==> src/rtl/aes128_round_ctrl.sv <==
// aes128_round_ctrl
// Iterative AES-128 encryption sequencer. Owns the state register, the
// round-key register, the round counter and the Rcon generator, and drives
// an external single-round combinational datapath (SB -> SR -> MC? -> ARK
// plus one key-expansion step). One round is executed per clock.
//
// Optional build macro: AES_CTRL_ABORT_EN
//   When defined, adds a synchronous 'abort' input that returns the block
//   to IDLE and clears all key/state material from ROUND or DONE.
//   When undefined, the port and all abort logic are absent.

module aes128_round_ctrl #(
    parameter int NUM_ROUNDS = 10
) (
    input  logic         clk,
    input  logic         rst,
    input  logic         in_valid,
    output logic         in_ready,
    input  logic [127:0] pt,
    input  logic [127:0] key,
    output logic         out_valid,
    input  logic         out_ready,
    output logic [127:0] ct,
    output logic         busy,
    output logic [3:0]   round_cnt,
    output logic [127:0] dp_state,
    output logic [127:0] dp_key,
    output logic [7:0]   dp_rcon,
    output logic         dp_final,
    input  logic [127:0] dp_round_out,
    input  logic [127:0] dp_key_next
`ifdef AES_CTRL_ABORT_EN
    ,
    input  logic         abort
`endif
);

    typedef enum logic [1:0] {
        IDLE  = 2'd0,
        ROUND = 2'd1,
        DONE  = 2'd2
    } fsm_t;

    localparam logic [3:0] LAST_ROUND = 4'(NUM_ROUNDS);

    fsm_t         fsm_q, fsm_d;
    logic [127:0] state_q, state_d;
    logic [127:0] key_q, key_d;
    logic [3:0]   rnd_q, rnd_d;
    logic [7:0]   rcon_q, rcon_d;
    logic         ov_q, ov_d;
    logic         accept;

    // Multiply by x in GF(2^8) modulo the AES polynomial: the Rcon step.
    function automatic logic [7:0] xtime(input logic [7:0] b);
        return {b[6:0], 1'b0} ^ (b[7] ? 8'h1b : 8'h00);
    endfunction

    // Handshake and status: in_ready is forced low during reset so no job
    // can be launched while the registers are being cleared.
    always_comb begin
        in_ready  = (fsm_q == IDLE) && !rst;
        accept    = in_valid && in_ready;
        busy      = (fsm_q == ROUND) || (fsm_q == DONE);
        out_valid = ov_q;
        ct        = state_q;
        round_cnt = rnd_q;
        dp_state  = state_q;
        dp_key    = key_q;
        dp_rcon   = rcon_q;
        dp_final  = (fsm_q == ROUND) && (rnd_q == LAST_ROUND);
    end

    // Next-state and register update logic; every register holds by default.
    always_comb begin
        fsm_d   = fsm_q;
        state_d = state_q;
        key_d   = key_q;
        rnd_d   = rnd_q;
        rcon_d  = rcon_q;
        ov_d    = ov_q;

        case (fsm_q)
            IDLE: begin
                if (accept) begin
                    // Initial AddRoundKey is folded into the load.
                    state_d = pt ^ key;
                    key_d   = key;
                    rnd_d   = 4'd1;
                    rcon_d  = 8'h01;
                    fsm_d   = ROUND;
                end
            end

            ROUND: begin
                state_d = dp_round_out;
                key_d   = dp_key_next;
                rcon_d  = xtime(rcon_q);
                if (rnd_q == LAST_ROUND) begin
                    // Counter stays at the last round while the result waits.
                    fsm_d = DONE;
                    ov_d  = 1'b1;
                end else begin
                    rnd_d = rnd_q + 4'd1;
                end
            end

            DONE: begin
                if (out_ready) begin
                    ov_d  = 1'b0;
                    rnd_d = 4'd0;
                    fsm_d = IDLE;
                end
            end

            default: begin
                fsm_d = IDLE;
                ov_d  = 1'b0;
                rnd_d = 4'd0;
            end
        endcase

`ifdef AES_CTRL_ABORT_EN
        // Abort overrides everything outside IDLE, including a pending output
        // handshake, and scrubs key material. In IDLE it is a no-op so an
        // accept in the same cycle still goes through.
        if (abort && (fsm_q != IDLE)) begin
            fsm_d   = IDLE;
            state_d = '0;
            key_d   = '0;
            rnd_d   = 4'd0;
            rcon_d  = 8'h01;
            ov_d    = 1'b0;
        end
`endif
    end

    // Register bank with asynchronous clear; a reset mid-job drops the job.
    always_ff @(posedge clk or posedge rst) begin
        if (rst) begin
            fsm_q   <= IDLE;
            state_q <= '0;
            key_q   <= '0;
            rnd_q   <= 4'd0;
            rcon_q  <= 8'h01;
            ov_q    <= 1'b0;
        end else begin
            fsm_q   <= fsm_d;
            state_q <= state_d;
            key_q   <= key_d;
            rnd_q   <= rnd_d;
            rcon_q  <= rcon_d;
            ov_q    <= ov_d;
        end
    end

endmodule

==> config.mk <==
export PLATFORM = sky130hd
export DESIGN_NAME = aes128_round_ctrl
export DESIGN_NICKNAME = d
export VERILOG_FILES = /design/src/rtl/aes128_round_ctrl.sv
export SDC_FILE = /design/constraint.sdc
export NUM_CORES = 1
export LEC_CHECK = 0
export BUFFER_PORTS_ARGS = -buffer_cell sky130_fd_sc_hd__buf_2
export CORE_AREA = 10 10 349 351
export DETAILED_ROUTE_END_ITERATION = 7
export DIE_AREA = 0 0 359 361
export SETUP_SLACK_MARGIN = 0.1
export SYNTH_ARGS = -nofsm -noshare
export SYNTH_HDL_FRONTEND = slang
export SYNTH_SLANG_ARGS = --single-unit
==> constraint.sdc <==
create_clock -name clk -period 10.7 [get_ports clk]
set_input_delay 1.07 -clock clk [delete_from_list [all_inputs] [get_ports clk]]
set_output_delay 1.07 -clock clk [all_outputs]
set_load 0.05 [all_outputs]
==> flow_summary.yaml <==
outcome:
  outcome: "complete, no violations"
synthesis:
  synthesis.area_sq_um: 14500
  ys_seq_area_frac: 0.467
  ys_types: 33
  synthArstFlopShare: 1.00
  yosys-top-cells-area: "dfrtp_1, mux2i_1, xnor2_1, o21ai_1, nand2_1"
  yosys-top-cells-count: "dfrtp_1, nand2_1, o21ai_1, a21oi_1"
  yosysTopAreaCell: "dfrtp_1"
  synth_warnings: 0
  yosysMostFrequentCell: "dfrtp_1"
  synth-edff-count: 0
  syn_nets: 2107
  synth_top_area_share: 0.466
  syn_avg_cell_area_sq_um: 9.15
  ys_seq_elements: 271
  synth-main-ff-cell: "dfrtp_1"
  syn_inst: 1586
die:
  die_area_sq_um: 130000
  die_w_um: 359
  ioPinCount: 916
  num_rows: 125
  core_sq_um: 115000
  initial_core_util: 0.126
  die_h_um: 361
clocking:
  numCtsBuffers: 36
  cts_max_level: 2
  cts_root_buf: "clkbuf_16"
  clk_latency_ps: 570
  post_cts_buffers: 0
  cts_resized: 0
  cts_tree: "built"
  clkTransAtPathRegs_ps: 60
  cts.path.max_buffers: 3
  clock-sinks: 271
  holdBufCountCts: 0
job:
  max-cap-violations: 0
layout:
  stdcell_count: 3884
  fin_util: 0.181
  drive_above_1_share: 0.421
  syn_to_final_growth_pct: 43.4
  nNetsFinal: 2840
sta:
  final-setup-viol-count: 0
  post-route-period-util: 0.319
  worstMarginPinSlew_ps: 1110
  hold_violations: 0
  clock.fmax_ghz: 0.293
  slew_viol_final: 0
  rsz0062_at_grt: "no"
  fin_ws_ps: 7290
  min_period_ps: 3410
  fin_skew_ps: 21.1
  tns_ps: 0
  slew_headroom: 0.262
worst_setup_path:
  cpLargestDelayFamily: "buffers and inverters"
  start_kind: "flop"
  r2r_end: "dp_key[96]"
  slowest_delay_ps: 800
  worstPathCellList: "inv_1 > ha_4 > buf_12 > buf_4 > mux2i_1 > o21ai_1"
  critPathArrivalTime_ps: 3830
  required_ps: 11110
  criticalPathCategory: "flop to flop"
  crit_path_end_kind: "flop"
  r2r_cells: 6
  reg2reg_setup_slack_ps: 7290
  cp_num_buf_inv: 3
  critPathSlowestCell: "buf_4"
  critPathMaxFanout: 123
  r2r-start: "fsm_q[1]"
power:
  power_density_nw_per_um2: 411
  ir_drop_v: 0.000237
  cellLeakagePower_uw: 0.0103
  power_uw: 8560
route:
  ant_nets: 0
  drc: 0
  wire_per_inst_um: 23.2
  drt_pre_antenna_iters: 6
  num_vias: 14300
  first_iter_violations: 1183
  avgViaCountPerCell: 3.68
  wirelength_mm: 90.3
min_path:
  min_path_cells: 2
  hold_class: "flop to flop"
  min_from: "dp_key[80]"
  hold_end: "dp_key[80]"
grt:
  grt_use_total: 0.132
  gr-total-overflow: 0
  grt_pass1_vias: 14600
  grt_first_pass_wirelength_mm: 122
  antenna_found_initial: 66
  grt_max_degree: 209
placed_design:
  hpwl_mm: 77.5
  placed_cells: 3805
  io_buffer_count: 915
  gp_congestion: 0.921
  pre_cts_ws_ps: 7100
## worst max path at each step
stage                  end      from  cells past startpoint
3_3_place_gp         ct[2]       rst                      4
3_5_place_dp         ct[2]       rst                      4
6_report        dp_key[96]  fsm_q[1]                      6
4_1_cts           in_ready  fsm_q[0]                      5
2_1_floorplan        ct[0]       rst                      1
5_1_grt        dp_key[112]  fsm_q[1]                      8
## cells in the final DEF, fill, tap and decap left out, drive strengths merged, types with 2 or more instances in the layout
master and instances:
mux2i 129, a22o 5, clkinvlp 3, inv 8, dfrtp 270, xnor2 131
diode 15, clkinv 4, nand3b 2, nand2 265, clkbuf 54, a21oi 132
ha 5, buf 925, o21ai 261, nor2 131, and2 3, nand3 4
nand2b 2
## registers in the layout, indices dropped and copies added, names as in the netlist
signal	count
ct	128
dp_key	128
dp_rcon	8
fsm_q	2
out_valid	1
round_cnt	4
## final cells by class
type | count | area [sq um]
Fill cell | 13100 | 94300
Sequential cell | 271 | 6780
Multi-Input combinational cell | 1079 | 6170
Timing Repair Buffer | 925 | 4700
Tap cell | 1524 | 1910
Clock buffer | 54 | 1080
Clock inverter | 10 | 93.8
Antenna cell | 15 | 37.5
Inverter | 6 | 30.0
## power by group
group	switching [uW]	internal, uW
Clock	496	722
Sequential	390	1530
Combinational	4220	1200
Total	5100	3460
## through the flow
step	cell area, sq um	hold WS [ps]
2_1_floorplan	14500	486
3_3_place_gp	19600	458
3_5_place_dp	19600	465
4_1_cts	20800	479
5_1_grt	20800	501
6_report	20800	472
## worst reg2reg max path, stage by stage, from the launching register on
cell and delay [ps]:
dfrtp_1 400, inv_1 120, ha_4 660, buf_12 460
buf_4 1120, mux2i_1 420, o21ai_1 80
## layer usage
metal  share of wire  vias up  track usage
li1                -     6646            -
met1            0.42     6751        0.170
met2            0.47      755        0.217
met3           0.088      126       0.0416
met4           0.017        4       0.0221
met5         0.00030        -            0
## kinds of logic after synthesis
kind of cell,share of synthesized area
simple gates,0.109
buf+inv,0.108
xor+xnor,0.0791
compound gates,0.141
flops,0.467
fa+ha+maj,0.00431
mux,0.0898
Note: power is estimated with default switching activity, not from simulation.
